## config.mk

```make
export PLATFORM = sky130hd
export DESIGN_NAME = snes_poll_ctrl
export DESIGN_NICKNAME = d
export VERILOG_FILES = /design/src/rtl/snes_poll_ctrl.sv
export SDC_FILE = /design/constraint.sdc
export NUM_CORES = 1
export LEC_CHECK = 0
export ABC_AREA = 1
export BUFFER_PORTS_ARGS = -buffer_cell sky130_fd_sc_hd__buf_2
export CAP_MARGIN = 10
export CORE_ASPECT_RATIO = 1.1
export CORE_UTILIZATION = 58
export DETAILED_ROUTE_END_ITERATION = 6
export HOLD_SLACK_MARGIN = 0.15
export PLACE_DENSITY = 0.87
export SYNTH_ARGS = -nofsm -noshare
export SYNTH_HDL_FRONTEND = slang
export SYNTH_SLANG_ARGS = --single-unit
```

## constraint.sdc

```tcl
create_clock -name clk_50 -period 3.73 [get_ports clk_50]
set_input_delay 0.746 -clock clk_50 [delete_from_list [all_inputs] [get_ports clk_50]]
set_output_delay 0.746 -clock clk_50 [all_outputs]
set_load 0.005 [all_outputs]
```

## src/rtl/snes_poll_ctrl.sv

```systemverilog
// snes_poll_ctrl: Avalon-MM poll sequencer, button latch and edge detector for the SNES pad reader.
// Optional build macro SNES_POLL_DEBOUNCE_EN: commit a frame only after two identical captures.
module snes_poll_ctrl #(
  parameter int unsigned POLL_DIV = 833333,
  parameter int unsigned TIMEOUT  = 16383
) (
  input  logic        clk_50,
  input  logic        reset_n,
  input  logic [1:0]  avs_address,
  input  logic        avs_read,
  input  logic        avs_write,
  input  logic [31:0] avs_writedata,
  output logic [31:0] avs_readdata,
  output logic        irq,
  output logic        snes_start,
  input  logic        snes_idle,
  input  logic        snes_finish,
  input  logic [11:0] snes_buttons
);
  localparam logic [23:0] POLL_RELOAD = 24'(POLL_DIV - 1);
  localparam logic [13:0] TO_MAX      = 14'(TIMEOUT);

  typedef enum logic [1:0] {S_IDLE, S_START, S_WAIT, S_CAPTURE} state_t;
  state_t state_q, state_d;

  logic [1:0]  ctrl_q, ctrl_d;
  logic        new_data_q, new_data_d, timeout_q, timeout_d, overrun_q, overrun_d;
  logic [11:0] buttons_q, buttons_d, pressed_q, pressed_d, released_q, released_d;
  logic [23:0] poll_cnt_q, poll_cnt_d;
  logic [13:0] to_cnt_q, to_cnt_d;
  logic        irq_q, irq_d;
  logic [31:0] rdata_q, rdata_d;
  logic        wr_ctrl, wr_status, wr_edges, tick, req, capture, commit, to_hit, ovr_set, busy;
  logic [11:0] new_btn;

  assign wr_ctrl   = avs_write && (avs_address == 2'd0);
  assign wr_status = avs_write && (avs_address == 2'd1);
  assign wr_edges  = avs_write && (avs_address == 2'd3);
  assign tick      = ctrl_q[0] && (poll_cnt_q == 24'd0);
  assign req       = tick || (wr_ctrl && avs_writedata[2]);
  assign busy      = (state_q != S_IDLE);
  assign ovr_set   = req && (busy || !snes_idle);
  assign new_btn   = ~snes_buttons;

  assign snes_start   = (state_q == S_START);
  assign irq          = irq_q;
  assign avs_readdata = rdata_q;

`ifdef SNES_POLL_DEBOUNCE_EN
  logic [11:0] cand_q, cand_d;
  logic        cand_vld_q, cand_vld_d;

  // A frame is committed only when it repeats the previously captured one.
  assign commit     = capture && cand_vld_q && (new_btn == cand_q);
  assign cand_d     = capture ? new_btn : cand_q;
  assign cand_vld_d = capture ? 1'b1 : cand_vld_q;

  always_ff @(posedge clk_50 or negedge reset_n) begin
    if (!reset_n) begin
      cand_q     <= 12'd0;
      cand_vld_q <= 1'b0;
    end else begin
      cand_q     <= cand_d;
      cand_vld_q <= cand_vld_d;
    end
  end
`else
  assign commit = capture;
`endif

  always_comb begin
    poll_cnt_d = poll_cnt_q;
    if (!ctrl_q[0] || tick) poll_cnt_d = POLL_RELOAD;
    else                    poll_cnt_d = poll_cnt_q - 24'd1;
  end

  always_comb begin
    state_d  = state_q;
    to_cnt_d = to_cnt_q;
    to_hit   = 1'b0;
    capture  = 1'b0;
    case (state_q)
      S_IDLE: begin
        to_cnt_d = 14'd0;
        if (req && snes_idle) state_d = S_START;
      end
      S_START, S_WAIT: begin
        // The abort check takes priority over any reader handshake in the same cycle.
        if (to_cnt_q == TO_MAX) begin
          to_hit  = 1'b1;
          state_d = S_IDLE;
        end else begin
          to_cnt_d = to_cnt_q + 14'd1;
          if ((state_q == S_START) && !snes_idle) state_d = S_WAIT;
          if ((state_q == S_WAIT) && snes_finish) state_d = S_CAPTURE;
        end
      end
      S_CAPTURE: begin
        capture = 1'b1;
        state_d = S_IDLE;
      end
      default: state_d = S_IDLE;
    endcase
  end

  always_comb begin
    ctrl_d     = wr_ctrl ? avs_writedata[1:0] : ctrl_q;
    new_data_d = (new_data_q & ~(wr_status & avs_writedata[1])) | commit;
    timeout_d  = (timeout_q  & ~(wr_status & avs_writedata[2])) | to_hit;
    overrun_d  = (overrun_q  & ~(wr_status & avs_writedata[3])) | ovr_set;
    buttons_d  = commit ? new_btn : buttons_q;
    pressed_d  = (pressed_q  & ~({12{wr_edges}} & avs_writedata[11:0]))
               | ({12{commit}} & new_btn & ~buttons_q);
    released_d = (released_q & ~({12{wr_edges}} & avs_writedata[27:16]))
               | ({12{commit}} & buttons_q & ~new_btn);
    irq_d      = ctrl_q[1] & (new_data_q | timeout_q);
    rdata_d    = rdata_q;
    if (avs_read) begin
      case (avs_address)
        2'd0:    rdata_d = {30'd0, ctrl_q};
        2'd1:    rdata_d = {28'd0, overrun_q, timeout_q, new_data_q, busy};
        2'd2:    rdata_d = {20'd0, buttons_q};
        default: rdata_d = {4'd0, released_q, 4'd0, pressed_q};
      endcase
    end
  end

  always_ff @(posedge clk_50 or negedge reset_n) begin
    if (!reset_n) begin
      state_q    <= S_IDLE;
      ctrl_q     <= 2'd0;
      new_data_q <= 1'b0;
      timeout_q  <= 1'b0;
      overrun_q  <= 1'b0;
      buttons_q  <= 12'd0;
      pressed_q  <= 12'd0;
      released_q <= 12'd0;
      poll_cnt_q <= POLL_RELOAD;
      to_cnt_q   <= 14'd0;
      irq_q      <= 1'b0;
      rdata_q    <= 32'd0;
    end else begin
      state_q    <= state_d;
      ctrl_q     <= ctrl_d;
      new_data_q <= new_data_d;
      timeout_q  <= timeout_d;
      overrun_q  <= overrun_d;
      buttons_q  <= buttons_d;
      pressed_q  <= pressed_d;
      released_q <= released_d;
      poll_cnt_q <= poll_cnt_d;
      to_cnt_q   <= to_cnt_d;
      irq_q      <= irq_d;
      rdata_q    <= rdata_d;
    end
  end

endmodule

```

==> flow_summary.ini <==
[detailed_routing]
wl_per_cell_um = 14.2
drtIter0Drc = 277
vias = 4369
detail_route.wirelength_um = 11100
ant_nets = 0
dr.pass1.iters = 5
drc = 0
routed_via_density = 5.57

[sta]
setup_viol = 0
worst_slew_pin_slew_ns = 1.04
rsz0062_at_grt = no
finClkSkew_ns = 0.0102
slew_violations = 0
post-route-period-util_pct = 64.3
hold_viol_final = 0
tns_ns = 0
slew_headroom_pct = 30.8
fin_crit_ns = 2.40
hold_slack_ns = 0.365
fmaxAchievable_mhz = 417

[logic_synthesis]
syn_inst = 607
netlist_area_um2 = 5150
synth_ff_type = dfrtp_1
yosysWarnings = 0
synth_edf_count = 0
yosysUniqueCellTypes = 39
ys_ff_latch = 106
async_reset_ff_share_pct = 100
avgSynthCellArea_um2 = 8.48
ys_seq_area_share_pct = 51.8

[grt]
grt_max_degree = 62
grt-busiest-layer = met2
grt_pass1_vias = 4359
grt_pass1_wl_um = 19000
track_usage_pct = 25.8
met3_usage_pct = 4.68
use_met1_pct = 32.4
grt_antenna_before_repair = 0
grt_overflow = 0
grt.met2_usage_pct = 44.6

[critical_path]
crit_chain = buf_2 > nand2_1 > inv_1 > nand2_1 > o21ai_0 > o21ai_0
worst-setup-path-type = input port to flip-flop
crit_required_ns = 3.99
crit_slowest_cell = inv_1
cp_num_buf_inv = 2
cpPeakStageDelay_ns = 0.86
arrival_ns = 2.66
critPathMaxFanout = 33
path_delay_family = buffers and inverters
crit_path_start_kind = input port
cp-end-kind = flip-flop
ff2ff_setup_slack_ns = 1.59

[clock_network]
cts_tree = yes
clock-root-buffer = clkbuf_8
path_clk_slew_ns = 0.11
cts_buffer_depth = 2
clock_sinks = 106
cts_resized = 0
ctsHoldBuffers = 0
worst_skew_pair.late_latency_ns = 0.38
h-tree-depth = 3
post_cts_buffers = 0
cts_inserted_buffers = 9

[floorplanning]
fp.dieH_um = 101
die-area_um2 = 9260
core_um2 = 8500
rows = 35
io_pins = 86
initial_core_util_pct = 60.6
die_w_um = 91.8

[placed_design]
numPlacedInstances = 768
dpl.hpwl_um = 7890
gp_congestion = 0.889
port_buffers = 69
placed_area_um2 = 5530

[layout]
post-route-cell-area_um2 = 5720
drive_gt1_share_pct = 19.8
area_growth_pct = 11.0
seqCellArea_um2 = 2670
stdcell_count = 784
nets = 727
multi_input_area_um2 = 2160
diodes = 0
fin_util_pct = 67.3
fill_cells = 699

[hold_path]
hp-class = input port to asynchronous set/reset pin

[run_status]
status = finished clean

[job]
drv_cap = 0

[pwr]
p_per_area_nw_per_um2 = 573
peakVddDrop_mv = 0.275
p_leak_nw = 2.73
## layout by cell type (no fill, tap or decap), types with 2 or more instances in the layout
| master | instances |
|---|---|
| o21a_1 | 2 |
| or2_0 | 2 |
| or2_2 | 14 |
| a21oi_2 | 2 |
| conb_1 | 8 |
| nor3_1 | 4 |
| nand2_1 | 158 |
| dfstp_2 | 11 |
| o211ai_1 | 2 |
| nor2_1 | 61 |
| buf_2 | 68 |
| nand3b_1 | 2 |
| a31oi_1 | 8 |
| inv_1 | 51 |
| a21oi_1 | 7 |
| nor2_2 | 4 |
| inv_8 | 2 |
| clkinv_4 | 2 |
| xor2_1 | 7 |
| nand2_2 | 3 |
| o21ai_0 | 54 |
| xnor2_1 | 3 |
| buf_4 | 2 |
| a221oi_1 | 4 |
| nand3_1 | 45 |
| clkbuf_8 | 9 |
| a32o_1 | 12 |
| ha_1 | 7 |
| nor4_1 | 2 |
| dfrtp_1 | 95 |
| o21ai_2 | 7 |
| inv_6 | 2 |
| nand4_1 | 4 |
## state kept, by name, summed over array words and instances (netlist names)
| name | count |
|---|---|
| new_data_q | 1 |
| to_cnt_q | 14 |
| overrun_q | 1 |
| avs_readdata | 24 |
| state_q | 2 |
| poll_cnt_q | 24 |
| buttons_q | 12 |
| timeout_q | 1 |
| irq | 1 |
| pressed_q | 12 |
| ctrl_q | 2 |
| released_q | 12 |
## final cells by class
cell class / count / area share, %
Multi-Input combinational cell: 428 / 37.7
Clock buffer: 10 / 2.23
Inverter: 52 / 3.41
Sequential cell: 106 / 46.6
Tap cell: 111 / 2.43
Clock inverter: 6 / 1.01
Timing Repair Buffer: 71 / 6.57
## power by group
part / leakage [nW] / internal (W) / total, W / switching (W)
Combinational: 1.30 / 0.000359 / 0.000940 / 0.000581
Sequential: 1.34 / 0.00145 / 0.00166 / 0.000212
Clock: 0.0953 / 0.000260 / 0.000678 / 0.000418
## logic make-up after synthesis
logic type	count (synthesis)	synth area share, %
xor gates and xnor gates	10	1.70
AOI/OAI and AO/OA	98	12.0
DFF	106	51.8
other	1	0.0728
adders and majority gates	7	1.70
and+or+nand+nor	305	25.9
buffers and inverters	80	6.88
## layer usage
metal  vias to the layer above  wire, um
met1                      2130      4630
met3                        23       509
met4                         0       228
met5                         -         0
li1                       2092         -
met2                       124      5770
## final timing paths
path,cells after the start,startpoint,end
max reg2reg,6,state_q[0]$_DFFE_PN0P_,to_cnt_q[11]$_DFFE_PN0P_
max,6,avs_address[1],pressed_q[3]$_DFF_PN0_
min,1,reset_n,to_cnt_q[7]$_DFFE_PN0P_
max in group asynchronous,2,reset_n,poll_cnt_q[15]$_DFF_PN1_
min in group clk_50,1,poll_cnt_q[0]$_DFF_PN0_,poll_cnt_q[0]$_DFF_PN0_
min reg2reg,1,poll_cnt_q[0]$_DFF_PN0_,poll_cnt_q[0]$_DFF_PN0_
## synthesized netlist by cell type (8+ instances only)
master	n	area, um^2
o21ai_0	54	270
nor2_1	61	229
clkbuf_1	11	41.3
dfstp_2	11	289
a32o_1	12	120
nand3_1	45	225
a31oi_1	8	50.1
buf_4	9	67.6
or2_2	14	87.6
dfrtp_1	95	2380
nand2_1	158	593
inv_1	51	191
## metrics by stage
stage	total power, W	setup WS, ns
2_1_floorplan	0.00234	2.11
3_3_place_gp	0.00254	1.05
3_5_place_dp	0.00260	0.976
4_1_cts	0.00327	1.35
5_1_grt	0.00349	1.13
6_report	0.00327	1.33
Note: power is estimated with default switching activity, not from simulation.
